### src/rtl/sdp_erdma_eg_ro_dfifo_ctrl.sv
// Egress read-out data FIFO: DEPTH x DW flop storage with valid/ready on both sides.
// Optional same-cycle write-to-read bypass when empty: define SDP_ERDMA_DFIFO_BYPASS_EN.
module sdp_erdma_eg_ro_dfifo_ctrl #(
  parameter int DEPTH = 4,
  parameter int DW    = 256
) (
  input  logic          nvdla_core_clk,
  input  logic          nvdla_core_rst,
  input  logic [31:0]   pwrbus_ram_pd,
  input  logic          wr_pvld,
  output logic          wr_prdy,
  input  logic [DW-1:0] wr_pd,
  output logic          rd_pvld,
  input  logic          rd_prdy,
  output logic [DW-1:0] rd_pd,
  output logic [3:0]    fifo_cnt
);

  localparam int AW = (DEPTH > 1) ? $clog2(DEPTH) : 1;
  localparam logic [3:0] CNT_FULL = 4'(DEPTH);

  logic [DW-1:0] mem [DEPTH];
  logic [AW-1:0] wr_ptr;
  logic [AW-1:0] rd_ptr;
  logic [3:0]    cnt;
  logic          empty;
  logic          full;
  logic          bypass;
  logic          push;
  logic          pop;

  // Power-down hint has no functional effect on flop storage.
  logic unused_pwrbus;
  assign unused_pwrbus = ^pwrbus_ram_pd;

  assign empty    = (cnt == 4'd0);
  assign full     = (cnt == CNT_FULL);
  assign fifo_cnt = cnt;

  // Ready depends only on stored state, so a same-cycle pop never frees a full FIFO.
  assign wr_prdy = ~full;

`ifdef SDP_ERDMA_DFIFO_BYPASS_EN
  // Empty with a ready consumer: the beat flows straight through and is never stored.
  assign bypass  = empty & rd_prdy;
  assign rd_pvld = ~empty | (bypass & wr_pvld);
  assign rd_pd   = bypass ? wr_pd : mem[rd_ptr];
`else
  assign bypass  = 1'b0;
  assign rd_pvld = ~empty;
  assign rd_pd   = mem[rd_ptr];
`endif

  assign push = wr_pvld & wr_prdy & ~bypass;
  assign pop  = rd_pvld & rd_prdy & ~bypass;

  // NOTE: storage has no reset; validity is tracked by cnt, so stale entries are never exposed.
  always_ff @(posedge nvdla_core_clk) begin
    if (push && !nvdla_core_rst) begin
      mem[wr_ptr] <= wr_pd;
    end
  end

  // NOTE: sequential state uses non-blocking assignments so all updates see pre-edge values.
  always_ff @(posedge nvdla_core_clk) begin
    if (nvdla_core_rst) begin
      wr_ptr <= '0;
      rd_ptr <= '0;
      cnt    <= 4'd0;
    end else begin
      if (push) wr_ptr <= wr_ptr + AW'(1);
      if (pop)  rd_ptr <= rd_ptr + AW'(1);
      cnt <= cnt + 4'(push) - 4'(pop);
    end
  end

endmodule

### config.mk
export PLATFORM = sky130hd
export DESIGN_NAME = sdp_erdma_eg_ro_dfifo_ctrl
export DESIGN_NICKNAME = d
export VERILOG_FILES = /design/src/rtl/sdp_erdma_eg_ro_dfifo_ctrl.sv
export SDC_FILE = /design/constraint.sdc
export NUM_CORES = 1
export LEC_CHECK = 0
export ABC_AREA = 1
export BUFFER_PORTS_ARGS = -buffer_cell sky130_fd_sc_hd__buf_2
export CAP_MARGIN = 20
export CORE_UTILIZATION = 38
export CTS_CLUSTER_SIZE = 28
export DETAILED_ROUTE_END_ITERATION = 16
export SETUP_SLACK_MARGIN = 0.3
export SLEW_MARGIN = 10
export SYNTH_ARGS = -nofsm -noshare
export SYNTH_HDL_FRONTEND = slang
export SYNTH_SLANG_ARGS = --single-unit
### constraint.sdc
create_clock -name nvdla_core_clk -period 34.6 [get_ports nvdla_core_clk]
set_clock_uncertainty 0.05 [all_clocks]
set_input_delay 10.38 -clock nvdla_core_clk [delete_from_list [all_inputs] [get_ports nvdla_core_clk]]
set_output_delay 10.38 -clock nvdla_core_clk [all_outputs]
set_load 0.01 [all_outputs]
==> results.sh, run 1 <==
export IMPL_pin_count=554
export IMPL_drive_above_1_share=0.254
export IMPL_initial_core_util=0.383
export IMPL_ys_warn_count=0
export IMPL_synthDistinctLibCells=20
export IMPL_setup_tns_ns=0
export IMPL_synth_most_common_cell="edfxtp_1"
export IMPL_crit_buf_inv=4
export IMPL_drtPass1Iterations=6
export IMPL_synth_top_area_share=0.790
export IMPL_fmax_ghz=0.0673
export IMPL_via_per_inst=5.04
export IMPL_synth_area_top_cells="edfxtp_1 (79%), o21ai_0 (6.5%), nor2_1 (5.0%)"
export IMPL_async_flop_share=0
export IMPL_rsz0062_at_grt="false"
export IMPL_yosys_area_top_type="edfxtp_1"
export IMPL_power_frac_seq=0.452
export IMPL_globalplace_congestion=0.767
export IMPL_comb_power_share=0.214
export IMPL_die_area_sq_mm=0.104
export IMPL_antenna_found_initial=26
export IMPL_drc_errors=0
export IMPL_max_stage_delay_ns=0.79
export IMPL_crit_type="reg -> out"
export IMPL_arrival_ns=4.44
export IMPL_utilization=0.452
export IMPL_sw_frac_of_total=0.297
export IMPL_grt_ovfl_total=0
export IMPL_cp_required_ns=24.17
export IMPL_cp_slowest_cell="buf_4"
export IMPL_postRouteAntennaNets=0
export IMPL_intPower_uw=2300
export IMPL_p_leak_uw=0.0157
export IMPL_cts_resized=0
export IMPL_grt_pass1_vias=21500
export IMPL_seq_area_frac_synth=0.795
export IMPL_finalSetupViolations=0
export IMPL_cp_top_family="buffers and inverters"
export IMPL_regArea_sq_mm=0.0310
export IMPL_root_buffer="clkbuf_16"
export IMPL_hold_viol_final=0
export IMPL_period_share=0.430
export IMPL_numPortBuffers=521
export IMPL_clkTransAtPathRegs_ns=0.06
export IMPL_drt_iter0_drc=1515
export IMPL_die_x_um=322
export IMPL_n_fill_cell=9024
export IMPL_postSynthAreaPerCell_sq_um=15.3
export IMPL_crit_chain="buf_4 > buf_4 > buf_4 > o21ai_0 > o22ai_1 > buf_2"
export IMPL_postCtsSetupBuffers=0
export IMPL_drv_cap=0
export IMPL_synth_seq_cells=1034
export IMPL_dp_hpwl_um=50000
export IMPL_end_kind="primary output"
export IMPL_grt_usage=0.170
export IMPL_final_max_slew_viol_count=0
export IMPL_clock_latency_ns=0.69
export IMPL_routed_wl_um=91300
export IMPL_cts_max_level=3
export IMPL_status="completed"
export IMPL_cts_tree="yes"
export IMPL_nets=3345
export IMPL_cpMostUsedCell="buf_4"
export IMPL_post_route_min_period_ns=14.87
export IMPL_avgRoutedWirePerCell_um=20.2
export IMPL_postCtsHoldBufs=0
export IMPL_vias=22700
export IMPL_areaGrowthSynthToFinish_pct=18.0
export IMPL_rows=117
export IMPL_clockPowerShare=0.335
export IMPL_die_h_um=322
export IMPL_grt_pass1_wl_um=134000
export IMPL_critPathLaunchType="flop"
export IMPL_grt_max_degree=226
export IMPL_maxSlewHeadroom=0.254
export IMPL_power_uw=3260
export IMPL_powerDensity_mw_per_mm2=71.0
export IMPL_synthCells=2551
export IMPL_synth_edf_count=1024
export IMPL_clock_sinks=1034
export IMPL_synth_top_cells_by_count="edfxtp_1 (1,024), nor2_1 (523), o21ai_0 (504)"
export IMPL_multi_input_area_sq_mm=0.00698
export IMPL_vdd_ir_drop_max_uv=46.7
export IMPL_syn_nets=2854
export IMPL_synthFlopType="edfxtp_1"
export IMPL_min_path_type="reg -> reg"
export IMPL_p_switching_uw=969
export IMPL_clk_path_buf_depth=3
export IMPL_worstMarginPinSlew_ns=1.12
export IMPL_core_sq_mm=0.102
export IMPL_cts_buffers=107
export IMPL_syn_area_sq_mm=0.0389
export IMPL_crit_fanout=84
## flip-flops by register name (all words and copies together) (netlist names), named ones only
signal	count
fifo_cnt	4
mem	1024
rd_ptr	2
wr_ptr	2
## logic make-up (layout without fill, tap and decap cells)
logic type	Yosys count	count (layout)	synth area share
flip-flops	1034	1034	0.795
buffers and inverters	190	770	0.0268
adder cells (fa/ha/maj)	11	11	0.00373
XOR/XNOR	1	1	0.000225
other	0	12	0
AND/OR/NAND/NOR	540	540	0.0523
AO/OA/AOI/OAI	775	775	0.122
## per-stage QoR
step,setup WS [ns],std cells,hold WS (ns),area (sq um)
after floorplan,12.40,2551,0.393,38900
after global placement,20.43,4301,0.399,42600
after detailed placement,20.40,4301,0.405,42600
after CTS,19.62,4499,0.396,45900
after global routing,19.42,4509,0.417,46000
final,19.73,4511,0.397,46000
## path summary, 6_finish.rpt
kind,cells past startpoint,slack (ns),to,startpoint
setup / recovery,6,19.73,rd_pd[197],flop
hold / removal,2,0.40,flop,rd_ptr[0]$_SDFFE_PP0P_
setup reg to reg,7,30.68,mem[1][170]$_DFFE_PP_,fifo_cnt[3]$_SDFF_PP0_
hold reg to reg,2,0.40,flop,rd_ptr[0]$_SDFFE_PP0P_
## power by group through the flow
stage | logic (uW) | clock network [uW] | registers [uW]
floorplan | 443 | 0 | 1520
global placement | 704 | 0 | 1500
detailed placement | 709 | 0 | 1500
CTS | 711 | 1120 | 1480
global route | 767 | 1170 | 1480
finish | 698 | 1090 | 1470
## final cells by class
class | count | share of cell area
Multi-Input combinational cell | 1327 | 0.152
Clock inverter | 65 | 0.0110
Tap cell | 1368 | 0.0372
Timing Repair Buffer | 551 | 0.0622
Antenna cell | 12 | 0.000653
Sequential cell | 1034 | 0.673
Inverter | 21 | 0.00223
Clock buffer | 133 | 0.0613
## layout by cell type, fill, tap and decap left out
cell type and instances:
nor2_4 4, ha_1 10, o21ai_1 8, o21ai_0 504, inv_1 19, diode_2 12
inv_6 6, nand3_1 8, o22ai_1 166, clkinv_1 29, clkbuf_1 24, nand2_1 9
buf_12 2, o22ai_2 90, dfxtp_1 8, buf_2 521, dfxtp_4 2, inv_16 3
clkbuf_16 109, bufinv_16 6, clkinv_4 1, clkinv_2 18, fa_1 1, buf_4 28
a21oi_1 7, nor2_1 519, xnor2_1 1, clkinvlp_4 2, inv_8 2, edfxtp_1 1024
## tightest hold or removal path, stage by stage, from the launching register on
cell     delay (ns)
dfxtp_1        0.31
inv_1          0.07
a21oi_1        0.06
## layer usage
layer	global-route usage	vias to the layer above	routed length, um
met5	0	-	195
met4	0.0669	30	2160
met3	0.0531	155	6990
met2	0.280	607	44900
met1	0.210	11200	37100
li1	-	10700	-
No activity file was read; power rests on OpenSTA's default activity.
==> inputs of run 2 (changes only) <==
- clock period: 34.6 -> 14.9 ns (I/O delays scaled with it)
==> results.sh, run 2 (same netlist as run 1, synthesis figures left out) <==
export IMPL_grt_usage=0.170
export IMPL_grt_ovfl_total=0
export IMPL_clkTransAtPathRegs_ns=0.06
export IMPL_postRouteAntennaNets=0
export IMPL_top_register="mem"
export IMPL_drc_errors=0
export IMPL_numPortBuffers=521
export IMPL_vdd_ir_drop_max_uv=143
export IMPL_initial_core_util=0.383
export IMPL_crit_type="reg -> out"
export IMPL_pin_count=554
export IMPL_intPower_uw=5370
export IMPL_largest_register_ffs=1024
export IMPL_grt_max_degree=241
export IMPL_antenna_found_initial=29
export IMPL_rrSetupSlack_ns=10.86
export IMPL_finalSetupViolations=0
export IMPL_vias=22700
export IMPL_areaGrowthSynthToFinish_pct=18.2
export IMPL_power_frac_seq=0.449
export IMPL_status="completed"
export IMPL_drt_iter0_drc=1426
export IMPL_via_per_inst=5.03
export IMPL_globalplace_congestion=0.769
export IMPL_end_kind="primary output"
export IMPL_grt_pass1_vias=21700
export IMPL_rsz0062_at_grt="false"
export IMPL_postCtsSetupBuffers=0
export IMPL_fmax_ghz=0.117
export IMPL_die_h_um=322
export IMPL_r2r_end="mem[1][98]$_DFFE_PP_"
export IMPL_p_leak_uw=0.0157
export IMPL_arrival_ns=4.06
export IMPL_clk_path_buf_depth=3
export IMPL_dp_hpwl_um=50100
export IMPL_drv_cap=0
export IMPL_worstMarginPinSlew_ns=1.27
export IMPL_min_path_type="reg -> reg"
export IMPL_postCtsHoldBufs=0
export IMPL_p_switching_uw=2260
export IMPL_layout_common_cells="edfxtp_1 (1,024), buf_2 (521), nor2_1 (519)"
export IMPL_grt_pass1_wl_um=133000
export IMPL_hold_viol_final=0
export IMPL_ff2ff_path_depth=7
export IMPL_nets=3345
export IMPL_power_uw=7630
export IMPL_core_sq_mm=0.102
export IMPL_drtPass1Iterations=4
export IMPL_avgRoutedWirePerCell_um=20.2
export IMPL_cts_buffers=107
export IMPL_routed_wl_um=91200
export IMPL_post_route_min_period_ns=8.58
export IMPL_cp_required_ns=10.38
export IMPL_die_x_um=322
export IMPL_cts_tree="yes"
export IMPL_powerDensity_mw_per_mm2=166
export IMPL_clockPowerShare=0.339
export IMPL_clock_sinks=1034
export IMPL_min_path_cells=2
export IMPL_n_fill_cell=9036
export IMPL_dpl_cell_area_sq_mm=0.0426
export IMPL_hold_path_startpoint="rd_ptr[0]$_SDFFE_PP0P_"
export IMPL_drive_above_1_share=0.255
export IMPL_sw_frac_of_total=0.296
export IMPL_critPathLaunchType="flop"
export IMPL_period_share=0.576
export IMPL_rows=117
export IMPL_final_common_cell="edfxtp_1"
export IMPL_final_max_slew_viol_count=0
export IMPL_root_buffer="clkbuf_16"
export IMPL_cts_max_level=3
export IMPL_die_area_sq_mm=0.104
export IMPL_cts_resized=0
export IMPL_clock_latency_ns=0.67
export IMPL_maxSlewHeadroom=0.151
export IMPL_crit_fanout=121
export IMPL_comb_power_share=0.212
export IMPL_final_area_sq_mm=0.0460
export IMPL_r2r_start="fifo_cnt[3]$_SDFF_PP0_"
## run 2: worst max-delay path: stages (launching register included)
cell	delay (ns)
dfxtp_4	0.55
inv_8	0.47
buf_4	0.76
buf_4	0.73
o21ai_0	0.20
o22ai_1	0.25
buf_2	0.20
## run 2: per-layer routing
metal  global-route usage  wire (um)
met3               0.0522       6600
met4               0.0660       2380
met1                0.206      36700
met2                0.282      45300
met5                    0        212
## run 2: worst max-delay path by stage
| stage | from | end | slack (ns) | depth (start not counted) |
|---|---|---|---|---|
| 6_report | flop | rd_pd[197] | 6.32 | 6 |
| 5_1_grt | flop | rd_pd[87] | 5.88 | 6 |
| 4_1_cts | flop | rd_pd[197] | 6.00 | 6 |
| 3_5_place_dp | flop | rd_pd[197] | 6.76 | 6 |
| 3_3_place_gp | flop | rd_pd[197] | 6.77 | 6 |
| 2_1_floorplan | nvdla_core_rst | mem[0][0]$_DFFE_PP_ | -1.39 | 3 |
## run 2: through the flow
stage               utilization  hold slack (ns)  worst slack (ns)  setup TNS [ns]  instances
floorplan                     -            0.393             -1.39        -1420.97       2551
global placement          0.419            0.393              6.77               0       4301
detailed placement        0.419            0.400              6.76               0       4301
CTS                       0.452            0.416              6.00               0       4499
global route              0.453            0.471              5.88               0       4512
finish                    0.453            0.423              6.32               0       4513
## run 2: final cells by class
cell class / instances / area, sq um / area share
antenna: 14 / 35.0 / 0.000761
timing repair buffer: 551 / 2860 / 0.0621
inverter: 21 / 103 / 0.00223
multi-input combinational: 1327 / 6980 / 0.152
clock buffer: 129 / 2780 / 0.0604
sequential: 1034 / 31000 / 0.672
clock inverter: 69 / 619 / 0.0134
tap: 1368 / 1710 / 0.0372
## run 2: power by group through the flow
| stage | combinational, uW | sequential, uW | clock (uW) |
|---|---|---|---|
| after CTS | 1650 | 3430 | 2650 |
| after global routing | 1770 | 3440 | 2760 |
| after detailed placement | 1650 | 3490 | 0 |
| after global placement | 1630 | 3490 | 0 |
| after floorplan | 1030 | 3520 | 0 |
| final | 1620 | 3420 | 2590 |
